**src/rtl/vram_dma_if.sv**
```systemverilog
// vram_dma_if: CPU-side control, RAM read bus and VRAM write port of the
// VRAM DMA sequencer, bundled for the top level. The DMA engine takes the
// master view; the surrounding system (decoder, RAM, GPU) takes the slave view.
interface vram_dma_if;
  logic        start_write;
  logic [7:0]  start_page;
  logic        in_vblank;
  logic [7:0]  ram_data;
  logic        cpu_rdy;
  logic        dma_active;
  logic [15:0] dma_address;
  logic        dma_read_enable;
  logic [11:0] vram_address;
  logic [7:0]  vram_data;
  logic        vram_write_enable;
  logic        done_pulse;

  modport master (
    input  start_write, start_page, in_vblank, ram_data,
    output cpu_rdy, dma_active, dma_address, dma_read_enable,
           vram_address, vram_data, vram_write_enable, done_pulse
  );

  modport slave (
    output start_write, start_page, in_vblank, ram_data,
    input  cpu_rdy, dma_active, dma_address, dma_read_enable,
           vram_address, vram_data, vram_write_enable, done_pulse
  );
endinterface

```
**src/rtl/vram_dma.sv**
```systemverilog
// vram_dma: copies LENGTH bytes from one CPU RAM page into VRAM starting at
// DEST_BASE, halting the CPU while it owns the bus. Two cycles per byte
// (READ then WRITE). All outputs are decoded from registered state only.
// Optional build macro VRAM_DMA_WAIT_VBLANK_EN: only transfer during vblank,
// pausing (CPU still halted) whenever vblank ends mid-transfer.
module vram_dma #(
  parameter int          LENGTH    = 256,
  parameter logic [11:0] DEST_BASE = 12'h000
) (
  input  logic      cpu_clk,
  input  logic      rst,
  vram_dma_if.master bus
);

  typedef enum logic [2:0] {
    IDLE  = 3'd0,
    ARM   = 3'd1,
    READ  = 3'd2,
    WRITE = 3'd3,
    DONE  = 3'd4
  } state_t;

  // Index of the final byte; LENGTH is limited to 1..256 so it fits 9 bits.
  localparam logic [8:0] LAST_IDX = 9'(LENGTH - 1);

  state_t     state_r, state_s;
  logic [7:0] page_r, page_s;
  logic [8:0] idx_r, idx_s;
  logic [7:0] latch_r, latch_s;

  // State, source page, byte index and data latch registers.
  always_ff @(posedge cpu_clk) begin
    if (rst) begin
      state_r <= IDLE;
      page_r  <= 8'h00;
      idx_r   <= 9'd0;
      latch_r <= 8'h00;
    end else begin
      state_r <= state_s;
      page_r  <= page_s;
      idx_r   <= idx_s;
      latch_r <= latch_s;
    end
  end

  // Next-state and datapath update; start strobes outside IDLE are ignored.
  always_comb begin
    state_s = state_r;
    page_s  = page_r;
    idx_s   = idx_r;
    latch_s = latch_r;
    case (state_r)
      IDLE: begin
        if (bus.start_write) begin
          page_s  = bus.start_page;
          idx_s   = 9'd0;
          state_s = ARM;
        end else begin
          state_s = IDLE;
        end
      end
      ARM: begin
`ifdef VRAM_DMA_WAIT_VBLANK_EN
        if (bus.in_vblank) begin
          state_s = READ;
        end else begin
          state_s = ARM;
        end
`else
        state_s = READ;
`endif
      end
      READ: begin
        // RAM data is valid throughout READ; capture it on the way out.
        latch_s = bus.ram_data;
        state_s = WRITE;
      end
      WRITE: begin
        if (idx_r == LAST_IDX) begin
          state_s = DONE;
        end else begin
          // Index advances here so a vblank pause resumes on the next byte.
          idx_s = idx_r + 9'd1;
`ifdef VRAM_DMA_WAIT_VBLANK_EN
          if (bus.in_vblank) begin
            state_s = READ;
          end else begin
            state_s = ARM;
          end
`else
          state_s = READ;
`endif
        end
      end
      DONE: begin
        state_s = IDLE;
      end
      default: begin
        state_s = IDLE;
      end
    endcase
  end

  // Output decode from registered state; address/data buses are zero when idle.
  always_comb begin
    bus.cpu_rdy           = 1'b0;
    bus.dma_active        = 1'b1;
    bus.dma_address       = 16'h0000;
    bus.dma_read_enable   = 1'b0;
    bus.vram_address      = 12'h000;
    bus.vram_data         = 8'h00;
    bus.vram_write_enable = 1'b0;
    bus.done_pulse        = 1'b0;
    case (state_r)
      IDLE: begin
        bus.cpu_rdy    = 1'b1;
        bus.dma_active = 1'b0;
      end
      ARM: begin
        bus.dma_active = 1'b1;
      end
      READ: begin
        bus.dma_read_enable = 1'b1;
        bus.dma_address     = {page_r, 8'h00} + 16'(idx_r);
      end
      WRITE: begin
        bus.vram_write_enable = 1'b1;
        bus.vram_data         = latch_r;
        // 12-bit add wraps the destination modulo 4096.
        bus.vram_address      = DEST_BASE + 12'(idx_r);
      end
      DONE: begin
        bus.done_pulse = 1'b1;
      end
      default: begin
        bus.cpu_rdy    = 1'b1;
        bus.dma_active = 1'b0;
      end
    endcase
  end

endmodule

```
**src/flat_wrapper.sv**
```systemverilog
// flat-port wrapper written by rule: the top's interface ports become plain ports
module vram_dma_flat 
#(
  parameter int          LENGTH    = 256,
  parameter logic [11:0] DEST_BASE = 12'h000
)
  (cpu_clk, rst, bus_start_write, bus_start_page, bus_in_vblank, bus_ram_data, bus_cpu_rdy, bus_dma_active, bus_dma_address, bus_dma_read_enable, bus_vram_address, bus_vram_data, bus_vram_write_enable, bus_done_pulse);
  vram_dma_if bus_i ();
  input  logic cpu_clk;
  input  logic rst;
  input wire logic [$bits(bus_i.start_write)-1:0] bus_start_write;
  input wire logic [$bits(bus_i.start_page)-1:0] bus_start_page;
  input wire logic [$bits(bus_i.in_vblank)-1:0] bus_in_vblank;
  input wire logic [$bits(bus_i.ram_data)-1:0] bus_ram_data;
  output wire logic [$bits(bus_i.cpu_rdy)-1:0] bus_cpu_rdy;
  output wire logic [$bits(bus_i.dma_active)-1:0] bus_dma_active;
  output wire logic [$bits(bus_i.dma_address)-1:0] bus_dma_address;
  output wire logic [$bits(bus_i.dma_read_enable)-1:0] bus_dma_read_enable;
  output wire logic [$bits(bus_i.vram_address)-1:0] bus_vram_address;
  output wire logic [$bits(bus_i.vram_data)-1:0] bus_vram_data;
  output wire logic [$bits(bus_i.vram_write_enable)-1:0] bus_vram_write_enable;
  output wire logic [$bits(bus_i.done_pulse)-1:0] bus_done_pulse;
  assign bus_i.start_write = bus_start_write;
  assign bus_i.start_page = bus_start_page;
  assign bus_i.in_vblank = bus_in_vblank;
  assign bus_i.ram_data = bus_ram_data;
  assign bus_cpu_rdy = bus_i.cpu_rdy;
  assign bus_dma_active = bus_i.dma_active;
  assign bus_dma_address = bus_i.dma_address;
  assign bus_dma_read_enable = bus_i.dma_read_enable;
  assign bus_vram_address = bus_i.vram_address;
  assign bus_vram_data = bus_i.vram_data;
  assign bus_vram_write_enable = bus_i.vram_write_enable;
  assign bus_done_pulse = bus_i.done_pulse;
  vram_dma #(.LENGTH(LENGTH), .DEST_BASE(DEST_BASE)) u_core (.cpu_clk(cpu_clk), .rst(rst), .bus(bus_i));
endmodule
```
**config.mk**
```make
export PLATFORM = sky130hd
export DESIGN_NAME = vram_dma_flat
export DESIGN_NICKNAME = d
export VERILOG_FILES = /design/src/rtl/vram_dma_if.sv /design/src/rtl/vram_dma.sv /design/src/flat_wrapper.sv
export SDC_FILE = /design/constraint.sdc
export NUM_CORES = 1
export LEC_CHECK = 0
export CAP_MARGIN = 0
export CELL_PAD_IN_SITES_DETAIL_PLACEMENT = 0
export CELL_PAD_IN_SITES_GLOBAL_PLACEMENT = 2
export CORE_ASPECT_RATIO = 1.1
export CORE_MARGIN = 2
export CORE_UTILIZATION = 24
export CTS_CLUSTER_SIZE = 25
export DETAILED_ROUTE_END_ITERATION = 12
export GPL_TIMING_DRIVEN = 0
export PLACE_DENSITY = 0.82
export REMOVE_ABC_BUFFERS = 1
export SLEW_MARGIN = 20
export SYNTH_ARGS = -nofsm -noshare
export SYNTH_HDL_FRONTEND = slang
export SYNTH_SLANG_ARGS = --single-unit
```
**constraint.sdc**
```tcl
create_clock -name cpu_clk -period 2.5 [get_ports cpu_clk]
set_input_delay 0.5 -clock cpu_clk [delete_from_list [all_inputs] [get_ports cpu_clk]]
set_output_delay 0.5 -clock cpu_clk [all_outputs]
set_load 0.005 [all_outputs]
```
# Word level (Yosys, flattened, before mapping)

Index checks and enable logic that the tools add are counted.

Bits of input ports: 20
Bits in registers: 28
Latch bits: 0
RAM bits: 0
Bits in read-only memories: 0
Memories: 0

Mux-type cells: 14
Eq/ne operators: 7
$lt $le $gt $ge: 0
Div/mod/pow operators: 0
Shift operators: 0
Add/sub/neg operators: 2
Bitwise operators: 0
Multiply operators: 0
Reductions and logical operators: 5

Operators with widths:

| operator            | number |
|---|---|
| $mux 9              | 3 |
| $pmux 9 s2          | 1 |
| $add 16x9->16       | 1 |
| $mux 16             | 1 |
| $pmux 3 s4          | 1 |
| $add 9x1->9 const B | 1 |
| $eq 9x8->1 const B  | 1 |
| $mux 8              | 1 |
| $eq 3x2->1 const B  | 2 |
| $mux 1              | 6 |
| $ne 2x2->1 const B  | 2 |
| $reduce_or 4->1     | 1 |
| $eq 3x1->1 const B  | 1 |
| $eq 3x3->1 const B  | 1 |
| $logic_not 3->1     | 1 |
| $mux 3              | 1 |
| $reduce_and 3->1    | 1 |
| $reduce_and 2->1    | 1 |
| $reduce_bool 2->1   | 1 |

# Longest topological paths before layout

Gate-level depths: netlist of the first run.

Word-level depth: 3
Mapped depth: 7

# Worst setup path before layout of the first run

Ideal clock, no wire load.

Path type: register to register
From: register u_core.idx_r[0]
To: register u_core.idx_r[5]
Path buffers: 0
Clock period less this slack: 1.990 ns
Data required time: 2.379 ns
Slack: 0.510 ns
Arrival time: 1.869 ns
Stages on the path, launching flop included: 8
Path through: dfxtp_1 ha_1 nand4_1 nor2_1 ha_1 nand3b_1 a211oi_2 mux2_2

Cells in the longest elaborated chain, start to end: 3
Elaborated cells between the ends (all ways): 6

RTL lines:

| what                                                  | line                           | source |
|---|---|---|
| from (decl)                                           | vram_dma.sv:28                 | `logic [8:0] idx_r, idx_s;` |
| from (signal assigned)                                | vram_dma.sv:41                 | `idx_r <= idx_s;` |
| $add 9x1->9 / $eq 9x8->1 (equally long branches)      | vram_dma.sv:83, vram_dma.sv:79 |  |
| $mux 9 / $ne 2x2->1 (equally long branches)           | -                              |  |
| $pmux 9 s2 / $reduce_and 3->1 (equally long branches) | -                              |  |

Parallel ways exist; a longest one is shown, timed or not. The select of a mux whose other input is x is not followed.
A chain may end at the register's enable or synchronous reset.

# Worst setup path in the final report of the first run

From: register u_core.state_r[0]
To: output port bus_dma_address[13]

Cells in the longest elaborated chain, start to end: 2

RTL lines:

| what                   | line               | source |
|---|---|---|
| from (decl)            | vram_dma.sv:26     | `state_t state_r, state_s;` |
| from (signal assigned) | vram_dma.sv:39     | `state_r <= state_s;` |
| $eq 3x2->1             | vram_dma.sv:114    | `case (state_r)` |
| $mux 16                | vram_dma.sv:114    |  |
| to (decl)              | flat_wrapper.sv:17 | `output wire logic [$bits(bus_i.dma_address)-1:0] bus_dma_address;` |

Every way passes these cells.

==> results of run 1 <==
[cells by family (layout without fill, tap and decap cells)]
kind of cell               Yosys count  in the layout  share of synthesized area [%]
buffers and inverters               23             76                           7.22
xor gates and xnor gates             5              5                           2.66
adders and majority gates            4              4                           3.04
and+or+nand+nor                    109            109                           36.3
AOI/OAI and AO/OA                   28             28                           12.2
other                                1              3                          0.228
DFF                                 28             28                           34.0
muxes                                7              7                           4.33
[power by group through the flow]
| stage | Combinational, W | Clock, W | Sequential (W) |
|---|---|---|---|
| 6_report | 0.000163 | 0.000254 | 0.000480 |
| 3_5_place_dp | 0.000148 | 0 | 0.000494 |
| 4_1_cts | 0.000160 | 0.000270 | 0.000483 |
| 5_1_grt | 0.000183 | 0.000287 | 0.000484 |
| 3_3_place_gp | 0.000146 | 0 | 0.000493 |
| 2_1_floorplan | 0.0000726 | 0 | 0.000489 |
[metal layers]
layer  global-route usage [%]  wire, um  share of wire, %  up-vias
met4                     2.87        33              0.78        0
met3                     2.10       170               4.0        4
met5                        0         0                 0        -
li1                         -         -                 -      797
met2                     19.3      1960                47       39
met1                     14.7      2040                49      669
[layout make-up]
cell class                 instances  area, sq um
fill                             721         4240
multi-input combinational        156         1000
timing repair buffer              66          631
sequential                        28          573
tap                               82          103
clock buffer                       3         41.3
inverter                           7         38.8
[through the flow]
stage / setup WS (ns) / instances / utilization, % / cell area [sq um]
global placement: -0.380 / 329 / 33.6 / 2230
finish: 0.0777 / 342 / 36.0 / 2390
global route: 0.00448 / 342 / 36.0 / 2390
detailed placement: -0.403 / 329 / 33.6 / 2230
CTS: -0.0132 / 336 / 35.2 / 2330
floorplan: 0.508 / 191 / - / 1560
[placed cells by master, fill, tap and decap left out, drive strengths merged, types with 4 or more instances in the layout]
cell           instances
a21oi                 20
inv                    6
or3                    8
buf                   11
and2                  27
ha                     4
nand2                 38
dfxtp                 28
nor3                   4
clkdlybuf4s50         52
mux2i                  6
nor2                   7
nand3                  9
[state kept, by name (all words and copies together), names as in the netlist]
register / cells
u_core.idx_r: 9
u_core.latch_r: 8
u_core.page_r: 8
u_core.state_r: 3
[worst paths after layout]
kind / from / endpoint / depth (start not counted)
min: u_core.latch_r[3] / u_core.latch_r[3] / 2
max: u_core.state_r[0] / bus_dma_address[13] / 4
max reg2reg: u_core.idx_r[0] / u_core.idx_r[5] / 7
min reg2reg: u_core.latch_r[3] / u_core.latch_r[3] / 2
[timing repair]
item / 4_1_cts / 5_1_grt
setup buffers: 4 / 6
hold buffers: 0 / 0
gates resized for setup: 17 / 3
pin swaps: 2 / 1
setup endpoints to repair: 35 / 12
[worst min-delay path, delay by kind of cell, from the launching register on]
family / cells / cell delay [ns]
AND/OR/NAND/NOR: 1 / 0.05
AO/OA/AOI/OAI: 1 / 0.05
flip-flops: 1 / 0.32
==> results.py, run 1 <==
metrics = {
    "clock_network": {
        "numCtsBuffers": 3,
        "worstSkewPairLatency_ns": 0.28,
        "cts_tree": "done",
        "htreeDepth": 1,
        "cts_sinks": 28,
        "root_buffer": "clkbuf_8",
        "clkTransAtPathRegs_ns": 0.10,
        "clk_path_buf_depth": 2,
    },
    "sta": {
        "setup-violations-final": 0,
        "final.setup.tns_ns": 0,
        "skew_ns": 0.00258,
        "rsz0062_at_grt": "false",
        "hold_viol_final": 0,
        "fin_crit_ns": 2.42,
        "worst_slew_pin_slew_ns": 0.955,
        "max_freq_mhz": 413,
        "final_max_slew_viol_count": 0,
        "maxSlewHeadroom_pct": 36.1,
        "whs_ns": 0.454,
        "post-route-period-util_pct": 96.9,
    },
    "synth": {
        "synth.avg_cell_area_sq_um": 8.03,
        "synthDistinctLibCells": 39,
        "synth_area_leaders": "dfxtp_1, and2_1, nand2_1",
        "yosysMostFrequentCell": "nand2_1",
        "synth-main-ff-cell": "dfxtp_1",
        "syn_area_sq_mm": 0.00165,
        "synthArstFlopShare_pct": 0,
        "synth_top_area_share_pct": 34.0,
        "syn_inst": 205,
        "yosys_register_bits": 28,
        "seq_area_frac_synth_pct": 34.0,
        "synth_edf_count": 0,
        "synth_common_cells": "nand2_1, dfxtp_1, and2_1",
        "synth-warning-count": 0,
        "yosysTopAreaCell": "dfxtp_1",
    },
    "floorplan": {
        "die_area_sq_mm": 0.00754,
        "chipHeight_um": 90.9,
        "rows": 31,
        "initial_core_util_pct": 24.8,
        "ioPinCount": 61,
        "core_sq_mm": 0.00663,
        "die_x_um": 83.0,
    },
    "global_routing": {
        "grt_util_all_layers_pct": 11.3,
        "antenna_found_initial": 0,
        "grt_overflow": 0,
        "grt_pass1_vias": 1483,
        "grt_pass1_wl_mm": 7.11,
        "grt_max_degree": 31,
    },
    "pwr": {
        "p_per_area_mw_per_mm2": 376,
        "pwr-share-comb_pct": 18.2,
        "switching_share_pct": 27.0,
        "p_leak_nw": 0.857,
        "p_int_w": 0.000655,
        "switchingPower_w": 0.000242,
        "finalPower_w": 0.000897,
        "seq_power_share_pct": 53.5,
        "pwr-share-clk_pct": 28.3,
        "peakVddDrop_mv": 0.184,
    },
    "setup_path": {
        "cp.required_ns": 2.00,
        "crit_fanout": 9,
        "critPathKind": "reg -> out",
        "critPathSlowestCell": "clkdlybuf4s50_1",
        "crit_path_cell_trace": "or3b_4 > buf_4 > a21oi_1 > clkdlybuf4s50_1",
        "rrSetupSlack_ns": 0.28,
        "max_stage_delay_ns": 0.51,
        "crit_path_end_kind": "output port",
        "cp.arrival_ns": 1.92,
        "crit_buf_inv": 2,
        "cp-start-kind": "flip-flop",
        "crit_family": "buffers and inverters",
    },
    "routing": {
        "viasPerCell": 4.41,
        "drt-initial-drc-count": 63,
        "wl_mm": 4.21,
        "drtPass1Iterations": 4,
        "route.detailed.drc": 0,
        "routedWlPerCell_um": 12.3,
        "via_count": 1509,
        "antenna_left": 0,
    },
    "finish": {
        "diodes": 0,
        "area_delta_synth_final_pct": 45.1,
        "finalNetCount": 286,
        "drive_above_1_share_pct": 12.7,
    },
    "status": {
        "status": "finished clean",
    },
    "worst_hold_path": {
        "min_path_type": "reg -> reg",
    },
    "flow_run": {
        "drv_cap": 0,
    },
    "place": {
        "io_buffers": 56,
        "hpwl_mm": 2.88,
        "gp_congestion": 0.710,
    },
}
No activity file was read; power rests on OpenSTA's default activity.
==> run 2: changes to the inputs <==
--- a/config.mk
+++ b/config.mk
@@ -9,7 +9,6 @@
 export CELL_PAD_IN_SITES_DETAIL_PLACEMENT = 0
 export CELL_PAD_IN_SITES_GLOBAL_PLACEMENT = 2
 export CORE_ASPECT_RATIO = 1.1
-export CORE_MARGIN = 2
 export CORE_UTILIZATION = 24
 export CTS_CLUSTER_SIZE = 25
 export DETAILED_ROUTE_END_ITERATION = 12
==> results.py, run 2 (synthesis gave the netlist of run 1 again) <==
metrics = {
    "clock_network": {
        "cts_sinks": 28,
        "htreeDepth": 1,
        "root_buffer": "clkbuf_8",
        "clk_path_buf_depth": 2,
        "cts_tree": "done",
        "clkTransAtPathRegs_ns": 0.09,
        "worstSkewPairLatency_ns": 0.27,
        "cts_hold_buf": 0,
        "numCtsBuffers": 3,
    },
    "worst_hold_path": {
        "holdPathStages": 2,
        "hp-start": "u_core.latch_r[3]",
        "min_path_type": "reg -> reg",
        "hold_end": "u_core.latch_r[3]",
    },
    "place": {
        "place_inst": 329,
        "gp_congestion": 0.751,
        "hpwl_mm": 2.85,
        "place_area_sq_mm": 0.00223,
        "io_buffers": 56,
    },
    "finish": {
        "multi_input_area_sq_mm": 0.00102,
        "largest_reg_flops": 9,
        "top_register": "u_core.idx_r",
        "final_common_cell": "clkdlybuf4s50_1",
        "drive_above_1_share_pct": 14.6,
        "fillers": 690,
        "reg_top3": "u_core.idx_r: 9 flops, u_core.latch_r: 8 flops, u_core.page_r: 8 flops",
        "mostFrequentLayoutCells": "clkdlybuf4s50_1, nand2_1, and2_1",
        "area_delta_synth_final_pct": 46.4,
        "fin_area_sq_mm": 0.00241,
        "layout.area.seq_sq_um": 577,
        "diodes": 0,
        "layoutNonFillerInstCount": 342,
        "finalNetCount": 286,
    },
    "routing": {
        "route.detailed.drc": 0,
        "via_count": 1513,
        "drtPass1Iterations": 4,
        "routedWlPerCell_um": 12.1,
        "drt-initial-drc-count": 48,
        "viasPerCell": 4.42,
        "wl_mm": 4.13,
        "antenna_left": 0,
    },
    "pwr": {
        "p_per_area_mw_per_mm2": 368,
        "p_int_w": 0.000654,
        "pwr-share-clk_pct": 27.7,
        "switchingPower_w": 0.000235,
        "switching_share_pct": 26.4,
        "pwr-share-comb_pct": 18.4,
        "seq_power_share_pct": 54.0,
        "p_leak_nw": 0.859,
        "peakVddDrop_mv": 0.218,
        "finalPower_w": 0.000888,
    },
    "setup_path": {
        "crit_fanout": 5,
        "cp-start-kind": "flip-flop",
        "crit_path_end_kind": "output port",
        "rrSetupSlack_ns": 0.34,
        "critPathKind": "reg -> out",
        "cp.required_ns": 2.00,
        "critical_path.reg2reg.startpoint": "u_core.idx_r[0]",
        "cp.arrival_ns": 1.90,
        "reg2reg_depth": 7,
        "r2r-end": "u_core.idx_r[5]",
    },
    "sta": {
        "post-route-period-util_pct": 96.0,
        "max_freq_mhz": 417,
        "worst_slew_pin_slew_ns": 0.926,
        "hold_viol_final": 0,
        "whs_ns": 0.454,
        "skew_ns": 0.00454,
        "setup-violations-final": 0,
        "fin_crit_ns": 2.40,
        "maxSlewHeadroom_pct": 38.0,
        "final_max_slew_viol_count": 0,
        "final.setup.tns_ns": 0,
        "rsz0062_at_grt": "false",
    },
    "global_routing": {
        "grt_util_all_layers_pct": 11.7,
        "grt_overflow": 0,
        "grt_pass1_vias": 1379,
        "grt_pass1_wl_mm": 6.48,
        "antenna_found_initial": 0,
        "grt_max_degree": 31,
    },
    "floorplan": {
        "initial_core_util_pct": 25.0,
        "ioPinCount": 61,
        "die_area_sq_mm": 0.00720,
        "chipHeight_um": 88.9,
        "die_x_um": 81.0,
        "core_sq_mm": 0.00659,
        "rows": 31,
    },
    "status": {
        "status": "finished clean",
    },
    "flow_run": {
        "drv_cap": 0,
    },
}
run 2: cell types whose count changed in the layout (fill, tap and decap cells not counted):
| cell | delta |
|---|---|
| ha_2 | -1 |
| nand3_2 | +1 |
| ha_4 | +1 |
| a21oi_2 | +1 |
| dfxtp_1 | -3 |
| nand3_1 | -1 |
| dfxtp_2 | +3 |
| a21oi_1 | -1 |
run 2: how the worst max path moves through the flow:
stage | from | endpoint
final | u_core.state_r[1] | bus_dma_address[10]
after global routing | u_core.state_r[1] | bus_dma_address[10]
after CTS | u_core.state_r[2] | bus_dma_address[11]
after detailed placement | u_core.state_r[2] | bus_dma_address[9]
after global placement | u_core.state_r[2] | bus_dma_address[9]
after floorplan | u_core.idx_r[0] | u_core.idx_r[5]
run 2: timing repair:
action                     in CTS  in global routing
buffers inserted                5                  5
gates resized for setup        23                  2
setup endpoints to repair      35                 10
pin swaps                       3                  1
run 2: metrics by stage:
stage,utilization [%],setup slack [ns]
global route,36.6,0.0154
global placement,33.8,-0.359
detailed placement,33.8,-0.351
finish,36.6,0.0999
CTS,36.0,0.00518
floorplan,-,0.508
run 2: layer usage:
layer	vias to the layer above	GRT usage, %	share of wire [%]
li1	794	-	-
met1	676	15.5	50
met2	39	19.7	44
met3	4	2.06	5.3
met4	0	2.92	0.61
met5	-	0	0
run 2: area by class of cell:
type	count	area share, %
Sequential cell	28	23.9
Clock buffer	3	1.71
Inverter	7	1.61
Multi-Input combinational cell	156	42.3
Timing Repair Buffer	66	26.2
Tap cell	82	4.26
run 2: power by group through the flow:
stage          combinational (W)  sequential [W]  clock (W)
2_1_floorplan          0.0000726        0.000489          0
6_report                0.000163        0.000479   0.000246
3_5_place_dp            0.000146        0.000494          0
5_1_grt                 0.000182        0.000483   0.000285
3_3_place_gp            0.000146        0.000493          0
4_1_cts                 0.000159        0.000485   0.000264
run 2: critical path, cell delays in order, from the launching register on:
cell and delay, ns:
dfxtp_4 0.37, or3b_4 0.45, buf_4 0.18, nor2_1 0.11
clkdlybuf4s50_1 0.51
